`config.mk`:
```
export PLATFORM = sky130hd
export DESIGN_NAME = uart_rx_ctrl
export DESIGN_NICKNAME = d
export VERILOG_FILES = /design/src/rtl/uart_rx_pkg.sv /design/src/rtl/uart_rx_sampler.sv /design/src/rtl/uart_rx_ctrl.sv
export SDC_FILE = /design/constraint.sdc
export NUM_CORES = 1
export LEC_CHECK = 0
export BUFFER_PORTS_ARGS = -buffer_cell sky130_fd_sc_hd__buf_2
export CORE_ASPECT_RATIO = 1.25
export CORE_MARGIN = 3
export CORE_UTILIZATION = 55
export CTS_CLUSTER_DIAMETER = 30
export CTS_CLUSTER_SIZE = 16
export DETAILED_ROUTE_END_ITERATION = 6
export PLACE_DENSITY = 0.88
export SETUP_SLACK_MARGIN = 0.4
export SLEW_MARGIN = 20
export SYNTH_ARGS = -nofsm -noshare
export SYNTH_HDL_FRONTEND = slang
export SYNTH_SLANG_ARGS = --single-unit
export TNS_END_PERCENT = 20
```
`constraint.sdc`:
```
create_clock -name CLK -period 4.1 [get_ports CLK]
set_input_delay 0.615 -clock CLK [delete_from_list [all_inputs] [get_ports CLK]]
set_output_delay 0.615 -clock CLK [all_outputs]
set_load 0.01 [all_outputs]
```
`src/rtl/uart_rx_pkg.sv`:
```
// Shared types and constants for the UART receive sequencer.
package uart_rx_pkg;

    typedef enum logic [2:0] {
        IDLE,
        START,
        DATA,
        PARITY,
        STOP
    } rx_state_t;

    localparam int MIN_PRESCALE   = 8;
    localparam int DEF_DATA_WIDTH = 8;

endpackage

```
`src/rtl/uart_rx_sampler.sv`:
```
// Three-point majority vote around the middle of each bit period.
// The vote is registered after the third sample, so it is valid from edge P/2+2.
module uart_rx_sampler
    import uart_rx_pkg::*;
#(
    parameter int PRESCALE_W = 6
) (
    input  logic                  CLK,
    input  logic                  RST,
    input  logic                  RXD,
    input  logic [PRESCALE_W-1:0] E,
    input  logic [PRESCALE_W-1:0] P,
    output logic                  SAMPLED_BIT
);

    localparam logic [PRESCALE_W-1:0] ONE = PRESCALE_W'(1);

    logic [PRESCALE_W-1:0] mid;
    logic                  s0;
    logic                  s1;

    assign mid = P >> 1;

    always_ff @(posedge CLK) begin
        if (RST) begin
            s0          <= 1'b0;
            s1          <= 1'b0;
            SAMPLED_BIT <= 1'b0;
        end else begin
            if (E == mid - ONE) s0 <= RXD;
            if (E == mid) s1 <= RXD;
            if (E == mid + ONE) SAMPLED_BIT <= (s0 & s1) | (s0 & RXD) | (s1 & RXD);
        end
    end

endmodule

```
`src/rtl/uart_rx_ctrl.sv`:
```
// UART receive sequencer: start detection, per-bit strobes for the deserializer
// and parity checker, stop-bit check and one status pulse per frame.
//
// state  | meaning
// IDLE   | line idle; RXD=0 starts a frame and latches PRESCALE/PARITY_EN
// START  | start bit; a high vote at the decision edge means a glitch
// DATA   | data bits, one DESER_EN strobe per bit at the decision edge
// PARITY | parity bit, one PAR_CHK_EN strobe, parity result captured
// STOP   | stop bit; at the decision edge return to IDLE and pulse status
module uart_rx_ctrl
    import uart_rx_pkg::*;
#(
    parameter int DATA_WIDTH = DEF_DATA_WIDTH,
    parameter int PRESCALE_W = 6
) (
    input  logic                          CLK,
    input  logic                          RST,
    input  logic                          RXD,
    input  logic                          PARITY_EN,
    input  logic [PRESCALE_W-1:0]         PRESCALE,
    input  logic                          PAR_ERR,
    output logic                          SAMPLED_BIT,
    output logic                          DESER_EN,
    output logic [$clog2(DATA_WIDTH)-1:0] BIT_IDX,
    output logic                          PAR_CHK_EN,
    output logic                          VALID_RX,
    output logic                          PARITY_ERROR,
    output logic                          STOP_ERROR,
    output logic                          BUSY
);

    localparam int                    CNT_W    = $clog2(DATA_WIDTH + 1);
    localparam logic [PRESCALE_W-1:0] P_ONE    = PRESCALE_W'(1);
    localparam logic [PRESCALE_W-1:0] P_TWO    = PRESCALE_W'(2);
    localparam logic [PRESCALE_W-1:0] P_MIN    = PRESCALE_W'(MIN_PRESCALE);
    localparam logic [CNT_W-1:0]      CNT_ONE  = CNT_W'(1);
    localparam logic [CNT_W-1:0]      CNT_LAST = CNT_W'(DATA_WIDTH);

    rx_state_t             state;
    rx_state_t             state_n;
    logic [PRESCALE_W-1:0] e_cnt;
    logic [PRESCALE_W-1:0] e_n;
    logic [PRESCALE_W-1:0] e_wrap;
    logic [PRESCALE_W-1:0] p_q;
    logic [PRESCALE_W-1:0] p_even;
    logic [PRESCALE_W-1:0] p_new;
    logic [PRESCALE_W-1:0] half;
    logic [CNT_W-1:0]      bit_cnt;
    logic [CNT_W-1:0]      bit_n;
    logic                  par_en_q;
    logic                  par_err_q;
    logic                  capture;
    logic                  par_cap;
    logic                  stop_done;
    logic                  at_d;
    logic                  at_end;

    // bit 0 dropped so the half-period is exact; short periods clamp up
    assign p_even = PRESCALE & ~P_ONE;
    assign p_new  = (p_even < P_MIN) ? P_MIN : p_even;

    assign half    = p_q >> 1;
    assign at_d    = (e_cnt == half + P_TWO);
    assign at_end  = (e_cnt == p_q - P_ONE);
    assign e_wrap  = at_end ? '0 : e_cnt + P_ONE;
    assign BUSY    = (state != IDLE);
    assign BIT_IDX = bit_cnt[$clog2(DATA_WIDTH)-1:0];

    uart_rx_sampler #(
        .PRESCALE_W(PRESCALE_W)
    ) u_sampler (
        .CLK        (CLK),
        .RST        (RST),
        .RXD        (RXD),
        .E          (e_cnt),
        .P          (p_q),
        .SAMPLED_BIT(SAMPLED_BIT)
    );

    always_comb begin
        state_n    = state;
        e_n        = e_wrap;
        bit_n      = bit_cnt;
        DESER_EN   = 1'b0;
        PAR_CHK_EN = 1'b0;
        capture    = 1'b0;
        par_cap    = 1'b0;
        stop_done  = 1'b0;
        case (state)
            IDLE: begin
                e_n   = '0;
                bit_n = '0;
                if (!RXD) begin
                    state_n = START;
                    e_n     = P_ONE;
                    capture = 1'b1;
                end
            end
            START: begin
                if (at_d && SAMPLED_BIT) begin
                    state_n = IDLE;
                    e_n     = '0;
                end else if (at_end) begin
                    state_n = DATA;
                end
            end
            DATA: begin
                if (at_d) begin
                    DESER_EN = 1'b1;
                    bit_n    = bit_cnt + CNT_ONE;
                end
                if (at_end && bit_cnt == CNT_LAST) state_n = par_en_q ? PARITY : STOP;
            end
            PARITY: begin
                if (at_d) begin
                    PAR_CHK_EN = 1'b1;
                    par_cap    = 1'b1;
                end
                if (at_end) state_n = STOP;
            end
            STOP: begin
                // leaving at the decision edge resynchronises early for back-to-back frames
                if (at_d) begin
                    stop_done = 1'b1;
                    state_n   = IDLE;
                    e_n       = '0;
                end
            end
            default: begin
                state_n = IDLE;
                e_n     = '0;
            end
        endcase
    end

    always_ff @(posedge CLK) begin
        if (RST) begin
            state        <= IDLE;
            e_cnt        <= '0;
            bit_cnt      <= '0;
            p_q          <= P_MIN;
            par_en_q     <= 1'b0;
            par_err_q    <= 1'b0;
            VALID_RX     <= 1'b0;
            PARITY_ERROR <= 1'b0;
            STOP_ERROR   <= 1'b0;
        end else begin
            state        <= state_n;
            e_cnt        <= e_n;
            bit_cnt      <= bit_n;
            VALID_RX     <= stop_done & SAMPLED_BIT & ~par_err_q;
            PARITY_ERROR <= stop_done & par_err_q;
            STOP_ERROR   <= stop_done & ~SAMPLED_BIT;
            if (capture) begin
                p_q       <= p_new;
                par_en_q  <= PARITY_EN;
                par_err_q <= 1'b0;
            end else if (par_cap) begin
                par_err_q <= PAR_ERR;
            end
        end
    end

endmodule

```
Word-level counts from Yosys, hierarchy flattened
Index checks and enable logic that the tools add are counted.
W data, S select, Z words.
{"block": "totals", "register_bits": 27, "inputBits": 11, "output_inout_bits": 10, "elab_cells": 77}
{"block": "op_classes", "n_addsub": 6, "n_lt_le_gt_ge": 1, "n_eq_ne": 16, "n_mux": 22, "bitwise_logic": 11, "n_reduce_logical": 9}
{"op": "$eq A6 B6 Y1", "count": 4}
{"op": "$mux W6", "count": 4}
{"op": "$pmux W6 S4", "count": 1}
{"op": "$mux W3", "count": 7}
{"op": "$pmux W3 S5", "count": 1}
{"op": "$ne A2 B2 Y1 const B", "count": 5}
{"op": "$pmux W4 S2", "count": 1}
{"op": "$and A1 B1 Y1", "count": 7}
{"op": "$mux W1", "count": 7}
{"op": "$add A5 B1 Y6 const B", "count": 1}
{"op": "$add A5 B2 Y6 const B", "count": 1}
{"op": "$add A6 B1 Y6 const B", "count": 1}
{"op": "$eq A3 B2 Y1 const B", "count": 2}
{"op": "$eq A6 B5 Y1", "count": 1}
{"op": "$lt A6 B4 Y1 const B", "count": 1}
{"op": "$sub A5 B1 Y6 const B", "count": 1}
{"op": "$sub A6 B1 Y6 const B", "count": 1}
{"op": "$reduce_and A5 Y1", "count": 1}
{"op": "$add A4 B1 Y4 const B", "count": 1}
{"op": "$eq A4 B4 Y1 const B", "count": 1}
{"op": "$mux W4", "count": 1}
{"op": "$reduce_or A2 Y1", "count": 2}
{"op": "$eq A3 B1 Y1 const B", "count": 1}
{"op": "$eq A3 B3 Y1 const B", "count": 1}
{"op": "other kinds (8)", "count": 11}

Depth between registers and ports, before layout
Gate-level depths: netlist (run 1).
{"block": "logic_depth", "depth_word": 6, "ltp_mapped": 9, "ltp_nobuf": 8}

By module
Synthesis (run 1) repeated with hierarchy kept, for this count alone.
{"block": "hier_totals", "hier_cells": 217, "area_unflattened_um2": 1898.1}
{"module": "uart_rx_ctrl", "instances": 1, "cells_each": 166, "area_each_um2": 1485.2, "seq_area_each_um2": 460.4}
{"module": "uart_rx_sampler", "instances": 1, "cells_each": 51, "area_each_um2": 412.9, "seq_area_each_um2": 60.1}

Least setup slack after synthesis (run 1)
Ideal clock, no wire load.
{"block": "synth_timing", "kind": "register to output", "startpoint": "reg p_q[3]", "endpoint": "out PAR_CHK_EN", "t_arrival_ns": 1.860, "t_required_ns": 3.485, "setup_slack_ns": 1.625, "path_stages_with_launch": 8, "path_buffers": 1, "path_cell_list": "dfxtp_1 > buf_6 > inv_1 > ha_1 > xor2_4 > nor4_4 > nand4_1 > inv_1"}
{"block": "synth_via", "elab_chain_cells": 4}
{"item": "from (decl)", "line_no": "uart_rx_ctrl.sv:44", "text": "logic [PRESCALE_W-1:0] p_q;"}
{"item": "from (signal assigned)", "line_no": "uart_rx_ctrl.sv:155", "text": "p_q <= p_new;"}
{"item": "$add A5 B2 Y6", "line_no": "uart_rx_ctrl.sv:63", "text": "assign at_d = (e_cnt == half + P_TWO);"}
{"item": "$eq A6 B6 Y1", "line_no": "uart_rx_ctrl.sv:63"}
{"item": "$mux W1", "line_no": "uart_rx_ctrl.sv:115", "text": "if (at_d) begin"}
{"item": "$mux W1", "line_no": "uart_rx_ctrl.sv:89", "text": "case (state)"}
{"item": "to (decl)", "line_no": "uart_rx_ctrl.sv:25", "text": "output logic PAR_CHK_EN,"}
Every way passes these cells.

Worst setup path in the final report (run 1)
Ends and elaborated chain as after synthesis.

==> results of run 1 <==
==> worst register-to-register path, delay by kind of cell, from the launching register on <==
| kind | cells | cell delay [ns] |
|---|---|---|
| AO/OA/AOI/OAI | 1 | 0.19 |
| XOR/XNOR | 1 | 0.21 |
| adder cells (fa/ha/maj) | 1 | 0.39 |
| buffers and inverters | 1 | 0.19 |
| flip-flops | 1 | 0.53 |
| AND/OR/NAND/NOR | 3 | 1.28 |
==> final cells by class <==
class                           instances  area share
Multi-Input combinational cell        169       0.606
Sequential cell                        26       0.265
Timing Repair Buffer                   19      0.0484
Inverter                               15      0.0287
Clock buffer                            4      0.0280
Tap cell                               37      0.0236
==> cell usage after synthesis, types with 8 or more instances <==
library cell,count,area share
ha_1,8,0.054
xnor2_1,8,0.037
a21oi_1,12,0.032
nand4_1,8,0.027
nand3_1,8,0.021
nor2_1,22,0.044
inv_1,15,0.030
nor3_1,8,0.021
nand2_1,15,0.030
dfxtp_1,26,0.28
xor2_1,13,0.061
==> power by group <==
| group | internal [mW] | switching (mW) |
|---|---|---|
| Clock | 0.0857 | 0.0767 |
| Sequential | 0.280 | 0.0546 |
| Combinational | 0.141 | 0.207 |
==> logic make-up after synthesis <==
group / Yosys count
adders and majority gates: 8
DFF: 26
muxes: 7
buffers and inverters: 29
xor gates and xnor gates: 23
AOI/OAI and AO/OA: 38
and+or+nand+nor: 93
==> registers in the layout (all words and copies together), names as in the netlist <==
name,flops
p_q,5
STOP_ERROR,1
u_sampler.s1,1
u_sampler.SAMPLED_BIT,1
u_sampler.s0,1
par_en_q,1
par_err_q,1
state,3
e_cnt,6
PARITY_ERROR,1
bit_cnt,4
VALID_RX,1
==> how the worst max path moves through the flow <==
stage / from / end / slack [ns] / cells past startpoint
2_1_floorplan: p_q[3] / PAR_CHK_EN / 1.62 / 7
3_3_place_gp: p_q[3] / PAR_CHK_EN / 1.21 / 7
4_1_cts: p_q[3] / PAR_CHK_EN / 0.88 / 7
5_1_grt: p_q[3] / PAR_CHK_EN / 0.67 / 7
6_report: p_q[3] / PAR_CHK_EN / 0.87 / 7
3_5_place_dp: p_q[3] / PAR_CHK_EN / 1.18 / 7
==> routing by layer <==
metal  routed length [um]  vias up  global-route usage
met5                    0        -                   0
met4                   28        0              0.0619
met3                  107        4              0.0182
met2                 2010       28               0.368
met1                 1580      755               0.233
li1                     -      800                   -
==> metrics by stage <==
| stage | total power [mW] | util |
|---|---|---|
| floorplan | 0.619 | - |
| global placement | 0.673 | 0.592 |
| detailed placement | 0.686 | 0.592 |
| CTS | 0.845 | 0.609 |
| global route | 0.908 | 0.609 |
| finish | 0.844 | 0.609 |
==> results by group, run 1 <==
Status
  • Status: complete, no violations

Timing
  • Hold slack: 0.486 ns
  • Worst slew pin tran: 0.622 ns
  • Max frequency: 309 MHz
  • Fin. max-slew vios: 0
  • Tmin final: 3.23 ns
  • Final WS setup: 0.869 ns
  • Rel. slew slack: 0.585
  • Setup tns final: 0 ns
  • RSZ-0062 raised after global routing: false
  • Final Hold Fails: 0
  • Final period util: 0.788
  • Worst Skew: 0.00462 ns
  • Final setup vio count: 0

GRT
  • Tot GR Track Use: 0.198
  • Largest net degree at the start of global routing: 24
  • Global-route wire length before repair: 6.66 mm
  • Initial antenna violation count: 0
  • Vias in the first global route: 1536
  • GR Overflow Total: 0

Setup path
  • R2R cell count: 7
  • RR Endpoint: e_cnt[0]
  • Crit-path max cell delay: 0.60 ns
  • Crit path buffers/inverters: 3
  • Critical-path cell list: inv_1 -> ha_1 -> xor2_4 -> nor4_4 -> nand4_1 -> inv_1 -> buf_2
  • Worst reg2reg setup slack: 1.21 ns
  • Kind of end point of the critical path: output pin
  • CP Data Required Time: 3.48 ns
  • Crit Path Max Fanout: 10
  • Slowest-stage cell, CP: nor4_4
  • Crit path launch type: flop
  • Worst Path Arrival: 2.62 ns
  • Worst R2R Start: p_q[3]
  • CP delay by family, top: simple AND/OR/NAND/NOR gates
  • Setup CP Type: reg -> out
  • Critical path's most frequent cell: inv_1

Min path
  • Hold path endpoint: par_en_q
  • Beginning of the worst hold path: par_en_q
  • Hold crit path type: reg -> reg
  • Hold path cells: 2

Drt
  • Post-route ant nets: 0
  • DR vias: 1587
  • Initial drt markers: 27
  • Post-route DRC: 0
  • Drt wl/cell: 13.8 um
  • Vias/cell: 5.88
  • Pre-antenna DRT Iters: 4
  • DRT Wirelength: 3.73 mm

Yosys
  • Top_reg_cell synth: dfxtp_1
  • Synth Register Bits: 26
  • Asr flop ratio synth: 0
  • Post-synthesis sequential area ratio: 0.278
  • Mux contribution to synthesized area: 0.0388
  • Syn nets: 243
  • Largest family of logic cells by synthesized area: simple AND/OR/NAND/NOR gates
  • Post-Synth Adder-Cell Area: 0.0535
  • Synthesized instance count: 224
  • Simple logic cell fraction of the synthesized area: 0.273
  • Netlist cell types: 54
  • Synth warn: 0
  • XOR/XNOR Fraction of Synth Area: 0.122
  • EDFF count, synth: 0
  • Post-Syn Area: 1870 um2
  • Synthesized area per cell: 8.35 um2
  • Share of the synthesized area in compound gates (AO/OA/AOI/OAI): 0.149

Floorplan
  • DIE HEIGHT: 71.2 um
  • IO Pins: 21
  • CORE AREA: 3220 um2
  • Starting Density: 0.580
  • Die area: 4140 um2
  • # rows: 23
  • Die W: 58.1 um

Final layout
  • Share of cells above drive strength 1: 0.150
  • Most common cell after layout, fill and taps aside: dfxtp_1
  • Final net count: 253
  • Fill count: 299
  • Antenna cell count: 0
  • Reg area: 520 um2
  • Multi-input gate area: 1190 um2
  • Design area: 1960 um2
  • Layout area overhead: 5.02%
  • Non-Filler Instances: 270
  • Commonest non-fill, non-tap cells in the layout: dfxtp_1 (26), nor2_1 (22), buf_2 (19)

Placement
  • Routability congestion estimate: 0.816
  • DP Worst Slack: 1.18 ns
  • Port Buffers: 19
  • Hpwl dp: 2.85 mm
  • Placed Area: 1910 um2
  • Placed insts: 266

Job
  • Max cap viols: 0

Clock tree
  • Post-CTS Resized: 0
  • H-Tree Depth: 1
  • CTS buffer count: 3
  • Clock Pin Slew Worst Setup and Hold Paths: 0.09 ns
  • CTS max path bufs: 2
  • Root Driver: clkbuf_8
  • Sink Count: 26
  • Post-CTS Setup Bufs: 0
  • Cts hold-fix bufs: 0
  • CTS tree: done
  • Clk_lat worst skew: 0.26 ns

Power and ir drop
  • Pleak: 0.817 nW
  • Peak VDD IR: 0.439 mV
  • Pwr/cell area: 430 nW/um2
No activity file was read; power rests on OpenSTA's default activity.
==> run 2, diff against run 1 <==
==> constraint.sdc (replaced) <==
create_clock -name CLK -period 3.2 [get_ports CLK]
set_input_delay 0.48 -clock CLK [delete_from_list [all_inputs] [get_ports CLK]]
set_output_delay 0.48 -clock CLK [all_outputs]
set_load 0.01 [all_outputs]
==> results by group, run 2 (synthesized netlist as in run 1, its figures left out) <==
Status
  • Status: complete, no violations

Clock tree
  • CTS buffer count: 3 (unchanged)
  • Clk_lat worst skew: 0.27 ns (about the same)
  • CTS tree: done
  • Clock Pin Slew Worst Setup and Hold Paths: 0.09 ns (about the same)
  • CTS max path bufs: 2 (unchanged)
  • Sink Count: 26 (unchanged)
  • Root Driver: clkbuf_8
  • H-Tree Depth: 1 (unchanged)

Setup path
  • Worst R2R Start: p_q[3]
  • Crit Path Max Fanout: 10 (unchanged)
  • Crit path buffers/inverters: 3 (unchanged)
  • Setup CP Type: reg -> out
  • Crit-path max cell delay: 0.53 ns (-0.07 ns)
  • Kind of end point of the critical path: output pin
  • Worst reg2reg setup slack: 0.66 ns (-0.55 ns)
  • Crit path launch type: flop
  • RR Endpoint: e_cnt[0]
  • CP Data Required Time: 2.72 ns (-0.76 ns)
  • R2R cell count: 8 (+1)
  • Slowest-stage cell, CP: or4_1
  • Worst Path Arrival: 2.23 ns (-0.39 ns)
  • Critical-path cell list: buf_4 -> ha_1 -> nor2b_1 -> or4_1 -> o311ai_4 -> nand3_1 -> inv_1 -> buf_2
  • CP delay by family, top: simple AND/OR/NAND/NOR gates

GRT
  • Vias in the first global route: 1611 (+4.9%)
  • GR Overflow Total: 0 (unchanged)
  • Largest net degree at the start of global routing: 24 (unchanged)
  • Global-route wire length before repair: 6.89 mm (+3.4%)
  • Tot GR Track Use: 0.212 (+0.0145)
  • Initial antenna violation count: 0 (unchanged)

Floorplan
  • Die W: 58.1 um (unchanged)
  • IO Pins: 21 (unchanged)
  • Die area: 4140 um2 (unchanged)
  • DIE HEIGHT: 71.2 um (unchanged)
  • # rows: 23 (unchanged)
  • Starting Density: 0.580 (unchanged)
  • CORE AREA: 3220 um2 (unchanged)

Min path
  • Beginning of the worst hold path: PARITY_EN
  • Hold path cells: 3 (+1)
  • Hold path endpoint: par_en_q
  • Hold crit path type: in -> reg

Timing
  • Worst Skew: 0.00238 ns (-0.00224 ns)
  • Tmin final: 2.71 ns
  • Hold slack: 0.436 ns (-0.0503 ns)
  • Final setup vio count: 0 (unchanged)
  • Final period util: 0.846
  • Worst slew pin tran: 0.631 ns (+0.00918 ns)
  • Max frequency: 369 MHz
  • RSZ-0062 raised after global routing: true
  • Rel. slew slack: 0.578 (-0.00711)
  • Fin. max-slew vios: 0 (unchanged)
  • Setup tns final: 0 ns (unchanged)
  • Final Hold Fails: 0 (unchanged)

Power and ir drop
  • Peak VDD IR: 0.489 mV (+11%)
  • Pwr/cell area: 556 nW/um2 (+29%)
  • Pleak: 0.837 nW (+2.5%)

Drt
  • Pre-antenna DRT Iters: 4 (unchanged)
  • DR vias: 1625 (+2.4%)
  • Post-route DRC: 0 (unchanged)
  • Initial drt markers: 42 (+56%)
  • Post-route ant nets: 0 (unchanged)
  • Drt wl/cell: 14.4 um (+4.4%)
  • Vias/cell: 5.93 (+0.90%)
  • DRT Wirelength: 3.95 mm (+5.9%)

Final layout
  • Most common cell after layout, fill and taps aside: dfxtp_1
  • Final net count: 257 (+1.6%)
  • Commonest non-fill, non-tap cells in the layout: dfxtp_1 (24), nor2_1 (22), buf_2 (19)
  • Number of flip-flops in the largest register: 6 (unchanged)
  • Antenna cell count: 0 (unchanged)
  • Layout area overhead: 6.76%
  • Share of cells above drive strength 1: 0.173 (+0.0228)
  • Most flop-heavy register: e_cnt
  • Fill count: 273 (-8.7%)
  • Regs by FF count: e_cnt (6), p_q (5), bit_cnt (4)

Placement
  • Port Buffers: 19 (unchanged)
  • Hpwl dp: 2.86 mm (+0.23%)
  • Routability congestion estimate: 0.846 (+3.7%)

Job
  • Max cap viols: 0 (unchanged)
[run 2: changes by cell type in the layout (fill, tap and decap cells not counted)]
cell and change:
buf_4 +4, dfxtp_1 -2, dfxtp_2 +2
[run 2: worst max path at each step]
stage / start / endpoint / slack [ns] / cells after the start
after floorplan: p_q[3] / e_cnt[0] / 0.75 / 8
after global placement: p_q[2] / e_cnt[0] / 0.55 / 7
after detailed placement: p_q[2] / e_cnt[0] / 0.48 / 7
after CTS: p_q[3] / PAR_CHK_EN / 0.48 / 8
after global routing: p_q[3] / DESER_EN / 0.36 / 8
final: p_q[3] / DESER_EN / 0.49 / 8
[run 2: metrics by stage]
| stage | cell area (um2) | cells | total power [mW] | setup WS, ns | utilization |
|---|---|---|---|---|---|
| 2_1_floorplan | 1870 | 224 | 0.793 | 0.752 | - |
| 3_3_place_gp | 1920 | 267 | 0.864 | 0.554 | 0.594 |
| 3_5_place_dp | 1920 | 267 | 0.886 | 0.480 | 0.594 |
| 4_1_cts | 1990 | 273 | 1.11 | 0.484 | 0.616 |
| 5_1_grt | 2000 | 274 | 1.19 | 0.360 | 0.619 |
| 6_report | 2000 | 274 | 1.11 | 0.492 | 0.619 |
[run 2: area by class of cell]
| type | count | area, um2 | share of cell area |
|---|---|---|---|
| Timing Repair Buffer | 23 | 125 | 0.0627 |
| Inverter | 15 | 56.3 | 0.0282 |
| Multi-Input combinational cell | 169 | 1190 | 0.596 |
| Clock buffer | 4 | 55.1 | 0.0276 |
| Sequential cell | 26 | 523 | 0.262 |
| Tap cell | 37 | 46.3 | 0.0232 |
[run 2: tightest hold or removal path: stages]
cell,delay [ns]
buf_2,0.10
nand2_1,0.05
a21oi_1,0.05
[run 2: metal layers]
layer  GRT usage  vias to the layer above  share of wire
met1       0.223                      768           0.41
met3      0.0347                       12          0.033
li1            -                      805              -
met2       0.393                       40           0.53
met4       0.111                        0          0.028
met5           0                        -              0
[run 2: what timing repair did]
action / 4_1_cts / 5_1_grt
pin swaps: 1 / 1
endpoints found under the setup margin: 2 / 2
endpoints found under the hold margin: 0 / 0
hold buffers: 0 / 0
setup buffers: 2 / 1
gates resized for setup: 0 / 2
[run 2: power breakdown]
part | internal [mW] | total, mW | switching, mW
combinational | 0.185 | 0.468 | 0.283
clock | 0.110 | 0.216 | 0.105
sequential | 0.359 | 0.426 | 0.0672
total | 0.654 | 1.11 | 0.455
